==> src/rtl/tx_link_sched.sv <==
// Link-layer transmit scheduler: alignment commas, round-robin packet arbitration,
// periodic skip bursts, and running-disparity checking of returned 10b codes.
module tx_link_sched #(
  parameter int unsigned ALIGN_COUNT   = 4,
  parameter int unsigned SKIP_INTERVAL = 256,
  parameter int unsigned SKIP_LEN      = 2
) (
  input  logic       clk,
  input  logic       rst,
  input  logic       link_en,
  input  logic       req0_valid,
  input  logic [7:0] req0_data,
  input  logic       req0_k,
  input  logic       req0_last,
  output logic       req0_ready,
  input  logic       req1_valid,
  input  logic [7:0] req1_data,
  input  logic       req1_k,
  input  logic       req1_last,
  output logic       req1_ready,
  output logic       enc_valid,
  output logic [7:0] enc_data,
  output logic       enc_k,
  input  logic       enc_ready,
  input  logic [9:0] enc_code,
  input  logic       enc_code_valid,
  output logic       rd_out,
  output logic       disp_err,
  output logic [7:0] err_cnt,
  output logic       aligned,
  output logic [2:0] state_o
);

  localparam int unsigned ACW = $clog2(ALIGN_COUNT + 1);
  localparam int unsigned KCW = $clog2(SKIP_LEN + 1);
  localparam int unsigned SCW = $clog2(SKIP_INTERVAL + 1);
  localparam int unsigned BCW = (ACW > KCW) ? ACW : KCW;
  localparam logic [7:0]  COMMA = 8'hBC;

  typedef enum logic [2:0] {
    S_IDLE  = 3'd0,
    S_ALIGN = 3'd1,
    S_ARB   = 3'd2,
    S_SEND  = 3'd3,
    S_SKIP  = 3'd4
  } state_t;

  state_t           state_q, state_d;
  logic             gnt_q, gnt_d;
  logic             last_gnt_q, last_gnt_d;
  logic [BCW-1:0]   burst_q, burst_d;
  logic [SCW-1:0]   sym_cnt_q, sym_cnt_d;
  logic             aligned_q, aligned_d;
  logic             pend_q, pend_d;
  logic             rd_q, rd_d;
  logic             disp_err_q, disp_err_d;
  logic [7:0]       err_cnt_q, err_cnt_d;

  logic             g_valid, g_k, g_last;
  logic [7:0]       g_data;
  logic             any_req, skip_due, offer, pick;
  logic [SCW-1:0]   sym_inc;
  logic [3:0]       pop;

  // Granted requester mux
  always_comb begin
    g_valid = req0_valid;
    g_data  = req0_data;
    g_k     = req0_k;
    g_last  = req0_last;
    if (gnt_q) begin
      g_valid = req1_valid;
      g_data  = req1_data;
      g_k     = req1_k;
      g_last  = req1_last;
    end
  end

  assign any_req  = req0_valid | req1_valid;
  assign skip_due = (sym_cnt_q == SCW'(SKIP_INTERVAL));
  assign sym_inc  = skip_due ? sym_cnt_q : sym_cnt_q + SCW'(1);
  assign pick     = (req0_valid && req1_valid) ? ~last_gnt_q : req1_valid;

  // Scheduler next-state and stream outputs
  always_comb begin
    state_d    = state_q;
    gnt_d      = gnt_q;
    last_gnt_d = last_gnt_q;
    burst_d    = burst_q;
    sym_cnt_d  = sym_cnt_q;
    aligned_d  = aligned_q;
    pend_d     = 1'b0;
    offer      = 1'b0;
    enc_valid  = 1'b0;
    enc_data   = COMMA;
    enc_k      = 1'b1;
    req0_ready = 1'b0;
    req1_ready = 1'b0;

    case (state_q)
      S_IDLE: begin
        sym_cnt_d = '0;
        burst_d   = '0;
        if (link_en) state_d = S_ALIGN;
      end

      S_ALIGN: begin
        enc_valid = 1'b1;
        if (enc_ready) begin
          if (!link_en) begin
            state_d = S_IDLE;
          end else if (burst_q == BCW'(ALIGN_COUNT - 1)) begin
            state_d   = S_ARB;
            aligned_d = 1'b1;
            burst_d   = '0;
          end else begin
            burst_d = burst_q + BCW'(1);
          end
        end
      end

      S_ARB: begin
        // A comma already offered must stay up until it is taken
        offer = pend_q || !any_req;
        if (!link_en) begin
          enc_valid = offer;
          if (!offer || enc_ready) state_d = S_IDLE;
          else                     pend_d  = 1'b1;
        end else if (skip_due) begin
          enc_valid = pend_q;
          state_d   = S_SKIP;
          sym_cnt_d = '0;
          burst_d   = '0;
        end else begin
          enc_valid = offer;
          if (offer && enc_ready) sym_cnt_d = sym_inc;
          if (any_req && (!pend_q || enc_ready)) begin
            gnt_d      = pick;
            last_gnt_d = pick;
            state_d    = S_SEND;
          end else if (offer && !enc_ready) begin
            pend_d = 1'b1;
          end
        end
      end

      S_SEND: begin
        enc_valid = g_valid;
        if (g_valid) begin
          enc_data = g_data;
          enc_k    = g_k;
        end
        req0_ready = !gnt_q && enc_ready;
        req1_ready =  gnt_q && enc_ready;
        if (g_valid && enc_ready) begin
          sym_cnt_d = sym_inc;
          if (g_last) state_d = link_en ? S_ARB : S_IDLE;
        end
      end

      S_SKIP: begin
        enc_valid = 1'b1;
        if (enc_ready) begin
          if (!link_en) begin
            state_d = S_IDLE;
          end else if (burst_q == BCW'(SKIP_LEN - 1)) begin
            state_d = S_ARB;
            burst_d = '0;
          end else begin
            burst_d = burst_q + BCW'(1);
          end
        end
      end

      default: state_d = S_IDLE;
    endcase

    if (state_d == S_IDLE) aligned_d = 1'b0;
  end

  // Running-disparity checker, independent of the scheduler
  always_comb begin
    pop        = '0;
    rd_d       = rd_q;
    disp_err_d = disp_err_q;
    err_cnt_d  = err_cnt_q;
    for (int i = 0; i < 10; i++) pop = pop + 4'(enc_code[i]);
    if (enc_code_valid) begin
      if (pop == 4'd5) begin
        rd_d = rd_q;
      end else if (pop == 4'd6 && rd_q) begin
        rd_d = 1'b0;
      end else if (pop == 4'd4 && !rd_q) begin
        rd_d = 1'b1;
      end else begin
        rd_d       = ~rd_q;
        disp_err_d = 1'b1;
        if (err_cnt_q != 8'hFF) err_cnt_d = err_cnt_q + 8'd1;
      end
    end
  end

  always_ff @(posedge clk) begin
    if (rst) begin
      state_q    <= S_IDLE;
      gnt_q      <= 1'b0;
      last_gnt_q <= 1'b1;
      burst_q    <= '0;
      sym_cnt_q  <= '0;
      aligned_q  <= 1'b0;
      pend_q     <= 1'b0;
      rd_q       <= 1'b1;
      disp_err_q <= 1'b0;
      err_cnt_q  <= '0;
    end else begin
      state_q    <= state_d;
      gnt_q      <= gnt_d;
      last_gnt_q <= last_gnt_d;
      burst_q    <= burst_d;
      sym_cnt_q  <= sym_cnt_d;
      aligned_q  <= aligned_d;
      pend_q     <= pend_d;
      rd_q       <= rd_d;
      disp_err_q <= disp_err_d;
      err_cnt_q  <= err_cnt_d;
    end
  end

  assign rd_out   = rd_q;
  assign disp_err = disp_err_q;
  assign err_cnt  = err_cnt_q;
  assign aligned  = aligned_q;
  assign state_o  = state_q;

endmodule

==> config.mk <==
export PLATFORM = sky130hd
export DESIGN_NAME = tx_link_sched
export DESIGN_NICKNAME = d
export VERILOG_FILES = /design/src/rtl/tx_link_sched.sv
export SDC_FILE = /design/constraint.sdc
export NUM_CORES = 1
export LEC_CHECK = 0
export ABC_AREA = 1
export BUFFER_PORTS_ARGS = -buffer_cell sky130_fd_sc_hd__buf_2
export CORE_ASPECT_RATIO = 1.1
export CORE_MARGIN = 2
export CORE_UTILIZATION = 46
export CTS_CLUSTER_DIAMETER = 60
export DETAILED_ROUTE_END_ITERATION = 16
export GPL_TIMING_DRIVEN = 1
export PLACE_DENSITY = 0.79
export SYNTH_ARGS = -nofsm -noshare
export SYNTH_HDL_FRONTEND = slang
export SYNTH_SLANG_ARGS = --single-unit
==> constraint.sdc <==
create_clock -name clk -period 5.7 [get_ports clk]
set_input_delay 0.57 -clock clk [delete_from_list [all_inputs] [get_ports clk]]
set_output_delay 0.57 -clock clk [all_outputs]
set_load 0.02 [all_outputs]
### Word-level counts from Yosys, hierarchy flattened

Cells that the tools add are included.

* add/subtract/negate cells: 12
* bitwise gates (word level): 8
* eq/ne operators: 19
* reduce and logical (&&, ||, !) cells: 32
* muxes and demuxes: 51

Operators by type and width (count)
* $mux 3: 21
* $mux 9: 5
* $pmux 9 s3: 1
* $add 4x1->4: 6
* $mux 8: 3
* $mux 1: 17
* $reduce_and 4->1: 4
* $pmux 3 s5: 1
* $ne 2x2->1 const B: 7
* $eq 4x3->1 const B: 3
* $pmux 3 s4: 1
* $add 9x1->9 const B: 1
* $eq 3x2->1 const B: 3
* $eq 9x9->1 const B: 1
* $logic_and 1x1->1: 9
* $add 8x1->8 const B: 1
* $ne 8x8->1 const B: 1
* $not 1->1: 7
* $reduce_and 7->1: 1
* $eq 3x1->1 const B: 2
* $logic_not 1->1: 6
* $logic_not 3->1: 2
* $reduce_or 2->1: 3
* $reduce_and 5->1: 1
* 13 further kinds: 15

* output and inout port bits: 26
* register bits after elaboration: 29
* bits of input ports: 37

### Logic depth before layout (Yosys ltp)

Gate-level depths: netlist (run 1).

* depth in word-level cells: 13
* depth in mapped cells: 17
* mapped depth without buffers: 17

### Worst setup path before layout (run 1)

No wires, ideal clock.

* kind: input port to flip-flop
* from: input port enc_code[0]
* to: register err_cnt_q[0], in the netlist err_cnt[0]
* arrival: 3.488 ns
* path slack: 2.100 ns
* stages: 15
* data required time: 5.588 ns
* cells stage by stage: fa_1 -> fa_1 -> inv_1 -> fa_1 -> inv_1 -> ha_1 -> inv_1 -> fa_1 -> nand2_1 -> inv_1 -> a21oi_1 -> buf_2 -> nand4_1 -> nand2_1 -> nor2_1

* cells in the longest elaborated chain, start to end: 13

RTL lines
* start: declaration: RTL line 25 `input logic [9:0] enc_code,`
* $add 1x1->2 (*): RTL line 187 `for (int i = 0; i < 10; i++) pop = pop + 4'(enc_code[i]);`
* $add 2x1->3 (*): RTL line 187
* $add 3x1->4 (*): RTL line 187
* $add 4x1->4 (*) (6 in series): RTL line 187
* $eq 4x3->1, on equally long branches: RTL line 193, 191
* $logic_and 1x1->1, on equally long branches: RTL line 193, 191
* $not 1->1 (no source line)
* $reduce_and 5->1 (no source line) (*)
* end signal: assignment: RTL line 225 `err_cnt_q <= err_cnt_d;`
* end: declaration: RTL line 57 `logic [7:0] err_cnt_q, err_cnt_d;`

Every way passes the cells marked *; elsewhere a longest branch is shown, timed or not.
A chain may end at the register's enable or synchronous reset.

### Final worst setup path (run 1)

Ends and elaborated chain as after synthesis.

==> summary.md, run 1 <==
| Metric | Value |
|---|---|
| CP Cell Sequence | buf_2 -> fa_1 -> fa_1 -> inv_1 -> fa_1 -> inv_1 -> ha_1 -> inv_1 -> fa_1 -> nand2_1 -> inv_1 -> a21oi_1 -> nand3_2 -> inv_1 -> nor2_1 -> nor2_1 |
| Initial antenna violation count | 0 |
| Most frequent cells in the layout | nand2_1, buf_2, inv_1, nor2_1, a21oi_1 |
| Mapped Avg Cell Area | 6.14 sq um |
| Final WL | 5580 microns |
| Reg2reg path depth | 7 |
| Overall via count from detail_route | 2526 |
| Critical path arrival | 4200 ps |
| Register bit total from synthesis | 29 |
| Clock Latency Late Sink | 280 ps |
| Reg clk slew, reported paths | 60 ps |
| Syn nets | 443 |
| Port bufs | 62 |
| Endpoints failing hold | 0 |
| Gpl congestion | 0.828 |
| Mapped Cells | 389 |
| Worst Hold End | disp_err |
| Total Nets Final | 502 |
| Max_slew headroom | 46.2% |
| PwrDens | 202 nW/um^2 |
| Routed Antenna Nets | 0 |
| Final worst path period need | 3980 ps |
| I/O pin cnt | 63 |
| CP Capture Type | register |
| Register area share after synthesis | 24.3% |
| Final period util | 69.9% |
| Netlist cell types | 30 |
| Worst vdd ir | 122 uV |
| Critical path launch point type | primary input |
| ANT cells | 0 |
| Max Fanout on Critical Path | 12 |
| Hold Path Class | reg2reg |
| Pin count of the biggest net entering global routing | 22 |
| Worst Clk Skew | 3.53 ps |
| Std-Cell Rows | 27 |
| Worst hold path depth | 2 |
| Worst path slowest cell | a21oi_1 |
| Vias in the first global route | 2301 |
| Crit Reg-Reg Startpoint | gnt_q |
| Pleak | 1.43 nW |
| Hold Buf Count CTS | 0 |
| Slowest Stage Delay on Critical Path | 640 ps |
| Post-route cell area | 2800 sq um |
| WP data required | 5920 ps |
| Num CTS Buffers | 5 |
| Status | complete, no violations |
| 1st-iter DRT viols | 96 |
| Worst Setup Path Type | in2reg |
| Setup_tns | 0 ps |
| Gr usage total | 19.9% |
| R2R setup slack | 3970 ps |
| Final setup violation count | 0 |
| CTS tree | done |
| Die area | 5780 sq um |
| Effective utilization at floorplan | 47.7% |
| Commonest non-fill, non-tap cell in the layout | nand2_1 |
| CTS H-tree depth | 2 |
| Clock tree buffer depth | 2 |
| # DRC | 0 |
| Hold path start | disp_err |
| First-pass DRT Iterations | 4 |
| Die X | 72.7 microns |
| Post-CTS Resized | 0 |
| Fin cells | 507 |
| Placed cell area | 2720 sq um |
| Max-slew violation count | 0 |
| Max cap viols | 0 |
| DP HPWL | 4480 microns |
| Top achievable clock speed | 0.251 GHz |
| CTS sink cnt | 29 |
| Root Driver | clkbuf_8 |
| Die height | 79.6 microns |
| First-pass GRT wire length | 9320 microns |
| RSZ-0062 raised after global routing | false |
| Most common cell on crit path | inv_1 |
| Via density | 4.98 |
| Setup Fix Bufs, Post-CTS | 0 |
| Area of the core | 5000 sq um |
| Placed Cells | 499 |
| Yosys warning count | 0 |
| Avg WL per Cell | 11.0 microns |
| Slew @ Worst Pin | 807 ps |
| Post-synth design cell area | 2390 sq um |
| GRT overflow | 0 |
| Reg2reg end | sym_cnt_q[5] |
| Share of cells above drive strength 1 | 19.2% |
| Area grow syn2layout | 17.2% |
## worst max-delay path, delay by kind of cell
| kind | cells | cell delay (ps) |
|---|---|---|
| AOI/OAI and AO/OA | 1 | 640 |
| adders and majority gates | 5 | 2090 |
| buffers and inverters | 6 | 440 |
| and+or+nand+nor | 4 | 470 |
## through the flow
stage | power [mW] | hold slack, ps | util [%] | worst slack [ps]
final | 0.566 | 452 | 56.0 | 1720
after global routing | 0.612 | 478 | 56.0 | 1410
after CTS | 0.573 | 453 | 56.0 | 1710
after detailed placement | 0.412 | 443 | 54.3 | 1420
after global placement | 0.407 | 443 | 54.3 | 1510
after floorplan | 0.366 | 429 | - | 2100
## synth_stat cells, drive strengths merged
master | instances | area [sq um]
nand2 | 128 | 485
inv | 53 | 199
nor2 | 48 | 219
a21oi | 32 | 160
nand3 | 32 | 180
dfxtp | 29 | 581
ha | 11 | 138
nand4 | 10 | 62.6
o21ai | 9 | 45.0
buf | 6 | 38.8
fa | 6 | 120
xor2 | 5 | 43.8
clkbuf | 4 | 15.0
nand3b | 4 | 30.0
a31oi | 3 | 18.8
nor3 | 3 | 15.0
clkinv | 2 | 7.51
and3 | 1 | 6.26
nor3b | 1 | 7.51
o2bb2ai | 1 | 8.76
or2 | 1 | 6.26
## per-layer routing
layer,part of all wire [%],GRT usage [%],routed length (microns),vias to the layer above
met5,0,0,0,-
met4,1.3,5.00,75,0
met3,4.4,5.81,246,11
met2,51,35.5,2840,57
met1,43,23.0,2430,1116
li1,-,-,-,1342
## area by class of cell
| cell class | instances | area [sq um] |
|---|---|---|
| Fill cell | 520 | 2200 |
| Clock inverter | 2 | 10.0 |
| Multi-Input combinational cell | 295 | 1550 |
| Tap cell | 58 | 72.6 |
| Clock buffer | 6 | 72.6 |
| Sequential cell | 29 | 581 |
| Timing Repair Buffer | 62 | 310 |
| Inverter | 55 | 206 |
## registers in the layout (all words and copies together) (netlist names)
register    cells
aligned         1
burst_q         3
disp_err        1
err_cnt         8
gnt_q           1
last_gnt_q      1
pend_q          1
rd_out          1
state_o         3
sym_cnt_q       9
## kinds of logic (layout without fill, tap and decap cells)
family                     Yosys count  after routing  synth area share, %
DFF                                 29             29                 24.3
AOI/OAI and AO/OA                   45             45                 9.75
and+or+nand+nor                    228            228                 42.4
buffers and inverters               65            125                 10.9
adders and majority gates           17             17                 10.8
xor gates and xnor gates             5              5                 1.83
## power breakdown
group,internal [mW],total [mW],switching [mW],leakage (nW)
sequential,0.214,0.226,0.0123,0.235
combinational,0.0672,0.179,0.112,1.15
clock,0.0842,0.160,0.0760,0.0450
total,0.366,0.566,0.201,1.43
## worst max-delay path by stage
stage | slack, ps | start | endpoint
after detailed placement | 1420 | enc_code[0] | err_cnt[0]
after global routing | 1410 | enc_code[0] | err_cnt[0]
final | 1720 | enc_code[0] | err_cnt[0]
after floorplan | 2100 | enc_code[0] | err_cnt[0]
after global placement | 1510 | enc_code[0] | err_cnt[5]
after CTS | 1710 | enc_code[0] | err_cnt[0]
(Power assumes the default switching activity.)
==> run 2: changes to the inputs <==
clock period = 4 ns   (was 5.7 ns; I/O delays follow)
==> run 2 against run 1 <==
Sequential share of layout area fell by 0.056 points; critical path depth is the same; clock-buffer cell count did not move; clock skew increased by 5.9 ps; final area grew 0.27%; core utilization increased by 0.15 points; sequential cell count is the same; worst setup slack worse by 1100 ps; cell count grew 0.20%; via count up 2.3%; critical path type unchanged; critical endpoint is now err_cnt[1].
==> summary.md, run 2 (synthesis results as in run 1) <==
| Metric | Value |
|---|---|
| Status | complete, no violations |
| Max cap viols | 0 |
| Top achievable clock speed | 0.297 GHz |
| Clock power frac | 28.5% |
| Setup Fix Bufs, Post-CTS | 0 |
| Num CTS Buffers | 5 |
| Crit-path leading delay family | adder cells |
| Gpl congestion | 0.828 |
| Critical path launch point type | primary input |
| Hold path start | disp_err |
| Die height | 79.6 microns |
| Placed cell area | 2720 sq um |
| Slew @ Worst Pin | 513 ps |
| Gr usage total | 20.6% |
| Number of buffer and inverter stages on the critical path | 5 |
| PwrDens | 292 nW/um^2 |
| Endpoints failing hold | 0 |
| Port bufs | 62 |
| Final setup violation count | 0 |
| Seq pwr share | 39.6% |
| Sw Ratio | 36.0% |
| Via density | 5.08 |
| Pin count of the biggest net entering global routing | 22 |
| Reg clk slew, reported paths | 60 ps |
| Int Power | 524 uW |
| Worst path slowest cell | fa_1 |
| Hold Path Class | reg2reg |
| Root Driver | clkbuf_8 |
| ANT cells | 0 |
| Avg WL per Cell | 11.1 microns |
| Setup_tns | 0 ps |
| Crit Reg-Reg Startpoint | gnt_q |
| WP data required | 4180 ps |
| Routed Antenna Nets | 0 |
| Hold Buf Count CTS | 0 |
| Combinational power share | 31.9% |
| Top reg by flops | sym_cnt_q |
| Slowest Stage Delay on Critical Path | 510 ps |
| Net Switching | 294 uW |
| Overall via count from detail_route | 2583 |
| Pleak | 1.44 nW |
| GRT overflow | 0 |
| First-pass DRT Iterations | 4 |
| RSZ-0062 raised after global routing | false |
| Initial antenna violation count | 0 |
| Most frequent cells in the layout | nand2_1, buf_2, inv_1, nor2_1, a21oi_1 |
| Worst vdd ir | 171 uV |
| Max_slew headroom | 65.8% |
| Final WL | 5660 microns |
| CTS H-tree depth | 2 |
| Area of the core | 5000 sq um |
| Post-CTS Resized | 0 |
| Die area | 5780 sq um |
| Die X | 72.7 microns |
| CTS tree | done |
| CP Launch Point | enc_code[0] |
| Max-slew violation count | 0 |
| DP HPWL | 4420 microns |
| Worst Setup Path Type | in2reg |
| Area grow syn2layout | 17.6% |
| Share of cells above drive strength 1 | 19.3% |
| Max Fanout on Critical Path | 10 |
| I/O pin cnt | 63 |
| Commonest non-fill, non-tap cell in the layout | nand2_1 |
| Std-Cell Rows | 27 |
| # DRC | 0 |
| Clock tree buffer depth | 2 |
| Total Nets Final | 503 |
| CP Cell Sequence | buf_2 -> fa_1 -> fa_1 -> inv_1 -> fa_1 -> inv_1 -> ha_1 -> inv_1 -> fa_1 -> nor2_1 -> nor2_1 -> nand3_2 -> nand3_2 -> inv_1 -> nor2_1 -> nor2_1 |
| 1st-iter DRT viols | 105 |
| CP Capture Type | register |
| Final period util | 84.1% |
| First-pass GRT wire length | 9740 microns |
| Post-route cell area | 2810 sq um |
| Clock Latency Late Sink | 290 ps |
| CTS sink cnt | 29 |
| Final worst path period need | 3360 ps |
| Vias in the first global route | 2363 |
| Critical path arrival | 3550 ps |
| Effective utilization at floorplan | 47.7% |
| Max reg flops | 9 |
| Worst Clk Skew | 9.39 ps |
==> run 2: cell type report <==
type	count	area (sq um)
fill	509	2190
clock inverter	2	10.0
clock buffer	6	72.6
inverter	55	206
multi-input combinational	295	1550
tap	58	72.6
timing repair buffer	63	318
sequential	29	581
==> run 2: per-layer routing <==
| layer | up-vias | global-route usage, % | share of wire [%] |
|---|---|---|---|
| met5 | - | 0 | 0 |
| met4 | 0 | 6.67 | 1.6 |
| met2 | 52 | 36.9 | 51 |
| li1 | 1350 | - | - |
| met3 | 8 | 3.79 | 4.5 |
| met1 | 1173 | 24.3 | 43 |
==> run 2: power groups by stage <==
stage / Clock (mW) / Sequential, mW / Combinational [mW]
finish: 0.233 / 0.324 / 0.262
global route: 0.252 / 0.325 / 0.301
CTS: 0.239 / 0.323 / 0.265
detailed placement: 0 / 0.330 / 0.263
global placement: 0 / 0.328 / 0.256
floorplan: 0 / 0.342 / 0.179
==> run 2: worst min-delay path: stages, from the launching register on <==
cell,delay (ps)
dfxtp_1,310
inv_1,50
a21oi_1,50
==> run 2: path summary, 6_finish.rpt <==
path | to | slack, ps | cells past startpoint
max | err_cnt[1] | 640 | 16
min reg2reg | disp_err | 450 | 2
max reg2reg | sym_cnt_q[5] | 2260 | 7
min | disp_err | 450 | 2
==> run 2: per-stage QoR <==
| stage | power (mW) | hold slack, ps | util, % | std cells | setup WS (ps) |
|---|---|---|---|---|---|
| 6_report | 0.819 | 450 | 56.1 | 508 | 635 |
| 5_1_grt | 0.878 | 474 | 56.1 | 508 | 410 |
| 4_1_cts | 0.827 | 450 | 56.1 | 508 | 619 |
| 3_5_place_dp | 0.593 | 440 | 54.5 | 500 | 330 |
| 3_3_place_gp | 0.584 | 439 | 54.5 | 500 | 407 |
| 2_1_floorplan | 0.521 | 429 | - | 389 | 570 |
==> run 3: changes to the inputs <==
PLACE_DENSITY = 0.82   (was 0.79)
clock period = 3.05 ns   (was 4 ns; I/O delays follow)
==> run 3 against run 2 <==
The run now ends with negative setup slack left; worst setup slack got worse by 810 ps; wire length up 10%; cell count is 0.39% higher; critical path depth stayed put; register-to-register slack got worse by 980 ps; critical endpoint is now err_cnt[0]; global-route usage rose by 2.1 points; worst hold slack got worse by 69 ps; largest cell class unchanged; via count increased by 2.7%.
==> summary.md, run 3 (synthesis results as in run 1) <==
| Metric | Value |
|---|---|
| Status | finished with violations |
| Failing checks | negative setup slack |
| Clock Latency Late Sink | 290 ps |
| Via density | 5.20 |
| GRT overflow | 0 |
| Num CTS Buffers | 5 |
| Worst path slowest cell | fa_2 |
| Port bufs | 62 |
| Post-route setup slack | -171 ps |
| ANT cells | 0 |
| Place WS | -531 ps |
| Avg WL per Cell | 12.2 microns |
| Effective utilization at floorplan | 47.7% |
| Total Nets Final | 506 |
| Root Driver | clkbuf_8 |
| Gpl congestion | 0.850 |
| Commonest non-fill, non-tap cell in the layout | nand2_1 |
| Vias in the first global route | 2473 |
| Top reg by flops | sym_cnt_q |
| Core Util, Final | 58.4% |
| Max_slew headroom | 65.3% |
| Pin count of the biggest net entering global routing | 22 |
| Gr usage total | 22.6% |
| Placed cell area | 2750 sq um |
| CTS sink cnt | 29 |
| Area grow syn2layout | 22.3% |
| # DRC | 0 |
| Initial antenna violation count | 0 |
| Overall power | 1.25 mW |
| Worst vdd ir | 250 uV |
| Area of the core | 5000 sq um |
| Final setup violation count | 10 |
| Hold_ws | 381 ps |
| DP HPWL | 4490 microns |
| PwrDens | 427 nW/um^2 |
| 1st-iter DRT viols | 138 |
| CTS H-tree depth | 2 |
| Slowest Stage Delay on Critical Path | 570 ps |
| CP endpoint | err_cnt[0] |
| Hold Path Class | in2reg |
| CP Cell Sequence | buf_6 -> fa_1 -> fa_1 -> inv_1 -> fa_1 -> inv_1 -> ha_2 -> inv_2 -> fa_2 -> nor2_2 -> nor2_4 -> nand3_4 -> nand3_4 -> inv_2 -> nor2_1 -> nor2_1 |
| Multi-input gate area | 1620 sq um |
| Reg2reg end | err_cnt[0] |
| Die X | 72.7 microns |
| Clock tree buffer depth | 2 |
| Max cap viols | 0 |
| Slew @ Worst Pin | 519 ps |
| Std-Cell Rows | 27 |
| Worst Setup Path Type | in2reg |
| Register area | 581 sq um |
| Crit Reg-Reg Startpoint | err_cnt[0] |
| Top achievable clock speed | 0.311 GHz |
| CTS tree | done |
| I/O pin cnt | 63 |
| Final worst path period need | 3220 ps |
| Layout fillers | 449 |
| Die area | 5780 sq um |
| First-pass GRT wire length | 10500 microns |
| Final WL | 6220 microns |
| Routed Antenna Nets | 0 |
| Max-slew violation count | 0 |
| Critical path arrival | 3410 ps |
| Max reg flops | 9 |
| CP Capture Type | register |
| Most common cell on crit path | fa_1 |
| Post-route cell area | 2920 sq um |
| Overall via count from detail_route | 2654 |
| R2R setup slack | 1280 ps |
| Most frequent cells in the layout | nand2_1, buf_2, inv_1, nor2_1, a21oi_1 |
| WP data required | 3240 ps |
| Share of cells above drive strength 1 | 23.2% |
| Reg clk slew, reported paths | 70 ps |
| Worst Clk Skew | 4.88 ps |
| Critical path launch point type | primary input |
| RSZ-0062 raised after global routing | true |
| Pleak | 1.45 nW |
| Die height | 79.6 microns |
| Endpoints failing hold | 0 |
| First-pass DRT Iterations | 4 |
| Max Fanout on Critical Path | 6 |
| Final period util | 106% |
| Reg2reg path depth | 10 |
| Hold Buf Count CTS | 0 |
| CP Launch Point | enc_code[0] |
run 3: cell count changes in the layout (fill, tap and decap cells not counted), moves of 4 or more:
cell / change
buf_6: +4
inv_1: -4
inv_2: +4
nand2_1: -4
nand2_2: +4
nor2_1: -4
run 3: final cells by class:
type | instances | share of cell area [%]
multi-input combinational | 296 | 55.5
sequential | 29 | 19.9
timing repair buffer | 65 | 12.1
inverter | 55 | 7.07
clock buffer | 7 | 2.96
tap | 58 | 2.49
run 3: repair_timing:
action | 4_1_cts | 5_1_grt
setup endpoints to repair | 10 | 10
pin swaps | 12 | 3
cloned | 1 | 0
setup buffers | 0 | 0
resized for setup | 19 | 5
run 3: metal layers:
metal	track usage (%)	wire length (microns)
met1	27.5	2680
met2	38.3	3130
met3	3.79	228
met4	10.9	176
met5	0	0
run 3: where the power goes:
part	switching (mW)	leakage (nW)	internal (mW)
combinational	0.300	1.17	0.188
sequential	0.0255	0.235	0.400
clock	0.154	0.0443	0.179
run 3: per-stage QoR:
stage,setup TNS [ps],std cells
after floorplan,-1660,389
after detailed placement,-4790,502
after global routing,-2930,510
final,-1300,510
after CTS,-786,510
after global placement,-3950,502
run 3: worst max-delay path: cells and delay by family:
kind / cells / cell delay (ps)
buf+inv: 5 / 300
simple gates: 6 / 600
fa+ha+maj: 5 / 2200
run 3: worst min path at each step:
stage | startpoint | to | slack, ps | depth (start not counted)
after floorplan | last_gnt_q | last_gnt_q | 430 | 2
after global placement | last_gnt_q | last_gnt_q | 440 | 2
after detailed placement | last_gnt_q | last_gnt_q | 440 | 2
after CTS | req0_valid | gnt_q | 380 | 4
after global routing | req0_valid | gnt_q | 420 | 4
final | req0_valid | gnt_q | 380 | 4
